--- src/rtl/cpu_pipe_pkg.sv ---
// Shared CPU pipeline definitions: skid-buffer state encoding and default word width.
package cpu_pipe_pkg;
  localparam int CPU_WORD_W = 32;

  // Encoding 2'd3 is never entered; decode logic treats it as EMPTY.
  typedef enum logic [1:0] {
    SKID_EMPTY = 2'd0,
    SKID_ONE   = 2'd1,
    SKID_FULL  = 2'd2
  } skid_state_e;
endpackage

--- src/rtl/pipe_reg_en.sv ---
// WIDTH-bit storage register with load enable; clears to zero on clr.
// Latency 1 cycle from en to q; no flow control of its own.
module pipe_reg_en #(
  parameter int WIDTH = 32
) (
  input  logic             clk,
  input  logic             clr,
  input  logic             en,
  input  logic [WIDTH-1:0] d,
  output logic [WIDTH-1:0] q
);
  always_ff @(posedge clk or posedge clr) begin
    if (clr)     q <= '0;
    else if (en) q <= d;
  end
endmodule

--- src/rtl/pipe_skid_reg.sv ---
// Two-entry skid buffer between pipeline stages; word visible 1 cycle after accept, 1 xfer/cycle.
// in_ready depends on state only; it drops when main+skid are full. flush empties the buffer.
// Optional PIPE_SKID_STALL_CNT_EN adds a saturating back-pressure cycle counter (stall_cnt).
module pipe_skid_reg
  import cpu_pipe_pkg::*;
#(
  parameter int WIDTH = CPU_WORD_W
) (
  input  logic             clk,
  input  logic             clr,
  input  logic             flush,
  input  logic             in_valid,
  output logic             in_ready,
  input  logic [WIDTH-1:0] in_data,
  output logic             out_valid,
  input  logic             out_ready,
  output logic [WIDTH-1:0] out_data
`ifdef PIPE_SKID_STALL_CNT_EN
  ,
  output logic [15:0]      stall_cnt
`endif
);
  skid_state_e      state, state_nxt;
  logic             in_xfer, out_xfer;
  logic             main_ld, skid_ld, main_from_skid;
  logic [WIDTH-1:0] skid_q, main_d;

  assign out_valid = (state == SKID_ONE) || (state == SKID_FULL);
  assign in_ready  = (state != SKID_FULL);
  assign in_xfer   = in_valid && in_ready;
  assign out_xfer  = out_valid && out_ready;
  assign main_d    = main_from_skid ? skid_q : in_data;

  always_ff @(posedge clk or posedge clr) begin
    if (clr) state <= SKID_EMPTY;
    else     state <= state_nxt;
  end

  always_comb begin
    state_nxt      = state;
    main_ld        = 1'b0;
    skid_ld        = 1'b0;
    main_from_skid = 1'b0;
    if (flush) begin
      // Flush beats every transfer; data registers keep stale contents.
      state_nxt = SKID_EMPTY;
    end else begin
      case (state)
        SKID_ONE: begin
          if (in_xfer && out_xfer) begin
            main_ld = 1'b1;
          end else if (in_xfer) begin
            skid_ld   = 1'b1;
            state_nxt = SKID_FULL;
          end else if (out_xfer) begin
            state_nxt = SKID_EMPTY;
          end
        end
        SKID_FULL: begin
          if (out_xfer) begin
            main_ld        = 1'b1;
            main_from_skid = 1'b1;
            state_nxt      = SKID_ONE;
          end
        end
        default: begin
          if (in_xfer) begin
            main_ld   = 1'b1;
            state_nxt = SKID_ONE;
          end
        end
      endcase
    end
  end

  pipe_reg_en #(.WIDTH(WIDTH)) u_main (
    .clk (clk),
    .clr (clr),
    .en  (main_ld),
    .d   (main_d),
    .q   (out_data)
  );

  pipe_reg_en #(.WIDTH(WIDTH)) u_skid (
    .clk (clk),
    .clr (clr),
    .en  (skid_ld),
    .d   (in_data),
    .q   (skid_q)
  );

`ifdef PIPE_SKID_STALL_CNT_EN
  always_ff @(posedge clk or posedge clr) begin
    if (clr)
      stall_cnt <= '0;
    else if (out_valid && !out_ready && (stall_cnt != 16'hFFFF))
      stall_cnt <= stall_cnt + 16'd1;
  end
`endif
endmodule
--- config.mk ---
export PLATFORM = sky130hd
export DESIGN_NAME = pipe_skid_reg
export DESIGN_NICKNAME = d
export VERILOG_FILES = /design/src/rtl/cpu_pipe_pkg.sv /design/src/rtl/pipe_reg_en.sv /design/src/rtl/pipe_skid_reg.sv
export SDC_FILE = /design/constraint.sdc
export NUM_CORES = 1
export LEC_CHECK = 0
export ABC_AREA = 1
export CAP_MARGIN = 15
export CORE_MARGIN = 2
export CORE_UTILIZATION = 50
export CTS_CLUSTER_SIZE = 16
export DETAILED_ROUTE_END_ITERATION = 16
export GPL_TIMING_DRIVEN = 0
export PLACE_DENSITY_LB_ADDON = 0.08
export SLEW_MARGIN = 20
export SYNTH_ARGS = -nofsm -noshare
export SYNTH_HDL_FRONTEND = slang
export SYNTH_SLANG_ARGS = --single-unit
--- constraint.sdc ---
create_clock -name clk -period 2.2 [get_ports clk]
set_input_delay 0.33 -clock clk [delete_from_list [all_inputs] [get_ports clk]]
set_output_delay 0.33 -clock clk [all_outputs]
set_load 0.01 [all_outputs]
==> key figures <==
Logic synthesis
  • Proportion of synthesized area in mux cells: 0
  • Compound-Gate Fraction of Synth Area: 0.00164
  • Async S/R FF share, synth: 1.00
  • Warnings from Yosys: 0
  • Top cell types by occurrence after synthesis: 267 x nand2_1, 66 x dfrtp_1, 36 x nand3_1
  • Unique masters post-synth: 14
  • Largest family of logic cells by synthesized area: simple AND/OR/NAND/NOR gates
  • Sequential area share after synthesis: 0.542
  • Number of synthesized flops with an enable pin: 0
  • Adder-Cell Fraction of Synth Area: 0.00822
  • Avg Inst Size Synth: 7.43 um^2
  • Net Count, Synth: 449
  • Post-Synth XOR/XNOR Area: 0
  • Mapped Area: 3050 um^2
  • Gate Count Post-Synth: 410
  • Primary FF master, synth: dfrtp_1
  • Yosys reg bits: 66
  • Top-area cell type share of the netlist area: 0.542
  • Post-Synth Simple-Gate Area: 0.405
  • Count leader, synth: nand2_1
  • Top cells by area, synth: dfrtp_1 54%, nand2_1 33%, nand3_1 5.9%, buf_2 2.5%, ha_1 0.82%
  • Area leader, netlist: dfrtp_1

STA
  • Hold Vio Cnt, Final: 0
  • Fin crit period: 2.07 ns
  • Final Cycle Share: 0.940
  • Max Freq: 484 MHz
  • Total Neg Setup Slack: 0 ns
  • Slew Limit Fails: 0
  • RSZ-0062 raised after global routing: false
  • Setup Viol. Count Final: 0
  • Worst-Margin Slew: 0.512 ns
  • Worst Skew: 0.00473 ns
  • Slew HR: 0.659

CTS
  • H-tree levels: 3
  • Clock transition at path regs: 0.08 ns
  • Post-cts gate resize count: 0
  • Clk Latency, worst-skew pair: 0.35 ns
  • Num CTS Buffers: 9
  • Max clock buf depth: 2
  • Cts hold-fix bufs: 0
  • Root Buffer: clkbuf_8
  • Post-CTS Setup Bufs: 0
  • CTS tree: built
  • Clk sinks: 66

Die
  • Chip width: 82.0 um
  • Die area: 6730 um^2
  • Initial Utilization: 0.514
  • Cell Rows: 28
  • Core ar.: 5920 um^2
  • # IOs: 71
  • Die extent in y: 82.0 um

Place
  • Placed wire-length estimate: 5.04 mm
  • Port bufs: 70
  • GP Congestion: 0.870

Cells and area
  • Nets: 531
  • Post-layout util: 0.694
  • Antenna cells: 0
  • Share of cells above drive strength 1: 0.0825
  • Area growth syn-to-layout: 35.0%

Routing
  • DRT iter0 DRCs: 122
  • Final ANT Viol Nets: 0
  • WL/cell: 12.7 um
  • WL final: 7.28 mm
  • DRC Markers: 0
  • Drt pass-1 iters: 4
  • Drt via density: 4.97
  • DR vias: 2843

Critical path
  • Endpoint class of the critical path: primary output
  • Worst setup path category: reg2out
  • CP Launch Type: register
  • Cells on worst reg2reg path: 8
  • Crit path DAT: 1.74 ns
  • Largest fanout on the critical path: 4
  • Required time of the critical path: 1.87 ns

Worst hold path
  • Min-Delay Path Class: in2async

Power and ir drop
  • Peak supply drop: 0.732 mV
  • Leak: 2.21 nW
  • PwrDens: 1190 nW/um^2

Global route
  • Gr usage total: 0.236
  • First-pass GRT wire length: 11.9 mm
  • Initial antenna violation count: 0
  • Pin count of the biggest net entering global routing: 50
  • Grt ovf: 0
  • Vias in the first global route: 2613

Flow run
  • Max Cap Violations: 0

Outcome
  • Status: finished clean
==> flip-flops by register name, summed over array words and instances (netlist names) <==
signal	count
u_main.q	32
u_skid.q	32
state	2
==> metrics by stage <==
stage	setup slack [ns]	cells	hold slack, ns	area [um^2]	power [mW]
global route	0.0135	572	0.298	4110	5.25
floorplan	0.215	410	0.440	3050	2.85
detailed placement	0.231	556	0.458	3870	3.70
finish	0.132	572	0.270	4110	4.91
global placement	-0.961	555	0.453	3840	3.63
CTS	0.121	572	0.271	4110	4.94
==> critical path, stage by stage, from the launching register on <==
cell and delay [ns]:
dfrtp_1 0.36, inv_1 0.06, ha_1 0.30, inv_1 0.12, clkdlybuf4s50_1 0.56
==> placed cells by master (no fill, tap or decap), drive strengths merged <==
| cell | count |
|---|---|
| nand2 | 269 |
| clkdlybuf4s50 | 70 |
| dfrtp | 66 |
| nand3 | 36 |
| buf | 16 |
| clkbuf | 15 |
| inv | 10 |
| nor2 | 4 |
| bufinv | 3 |
| ha | 2 |
| clkinv | 2 |
| nand4 | 1 |
| nand3b | 1 |
| a21oi | 1 |
| clkinvlp | 1 |
==> metal layers <==
| layer | wire length, um | track usage | share of wire |
|---|---|---|---|
| met5 | 0 | 0 | 0 |
| met4 | 87 | 0.0917 | 0.012 |
| met3 | 377 | 0.0473 | 0.052 |
| met2 | 3610 | 0.398 | 0.50 |
| met1 | 3200 | 0.297 | 0.44 |
==> power by group <==
part / switching, mW / leakage, nW / total, mW / internal (mW)
sequential: 0.305 / 0.822 / 2.08 / 1.78
clock: 0.484 / 0.120 / 1.24 / 0.752
combinational: 0.769 / 1.27 / 1.59 / 0.819
total: 1.56 / 2.21 / 4.91 / 3.35
==> path summary, 6_finish.rpt <==
| kind | slack [ns] | endpoint | startpoint |
|---|---|---|---|
| max | 0.13 | out_valid | state[0]$_DFFE_PP0P_ |
| min | 0.27 | u_main.q[21]$_DFFE_PP0P_ | clr |
| max reg2reg | 0.34 | u_skid.q[8]$_DFFE_PP0P_ | state[0]$_DFFE_PP0P_ |
| min reg2reg | 0.47 | u_main.q[22]$_DFFE_PP0P_ | u_main.q[22]$_DFFE_PP0P_ |
| max in group asynchronous | 1.42 | u_skid.q[27]$_DFFE_PP0P_ | clr |
| min in group clk | 0.47 | u_main.q[22]$_DFFE_PP0P_ | u_main.q[22]$_DFFE_PP0P_ |
==> layout make-up <==
cell class	instances	area (um^2)
buffer	21	97.6
clock buffer	9	124
clock inverter	7	116
fill	517	1810
inverter	9	36.3
multi-input combinational	314	1260
sequential	66	1650
tap	75	93.8
timing repair buffer	71	728
==> kinds of logic after synthesis <==
kind of cell / count (synthesis)
AND/OR/NAND/NOR: 311
adder cells (fa/ha/maj): 2
flip-flops: 66
buffers and inverters: 30
AO/OA/AOI/OAI: 1
No activity file was read; power rests on OpenSTA's default activity.
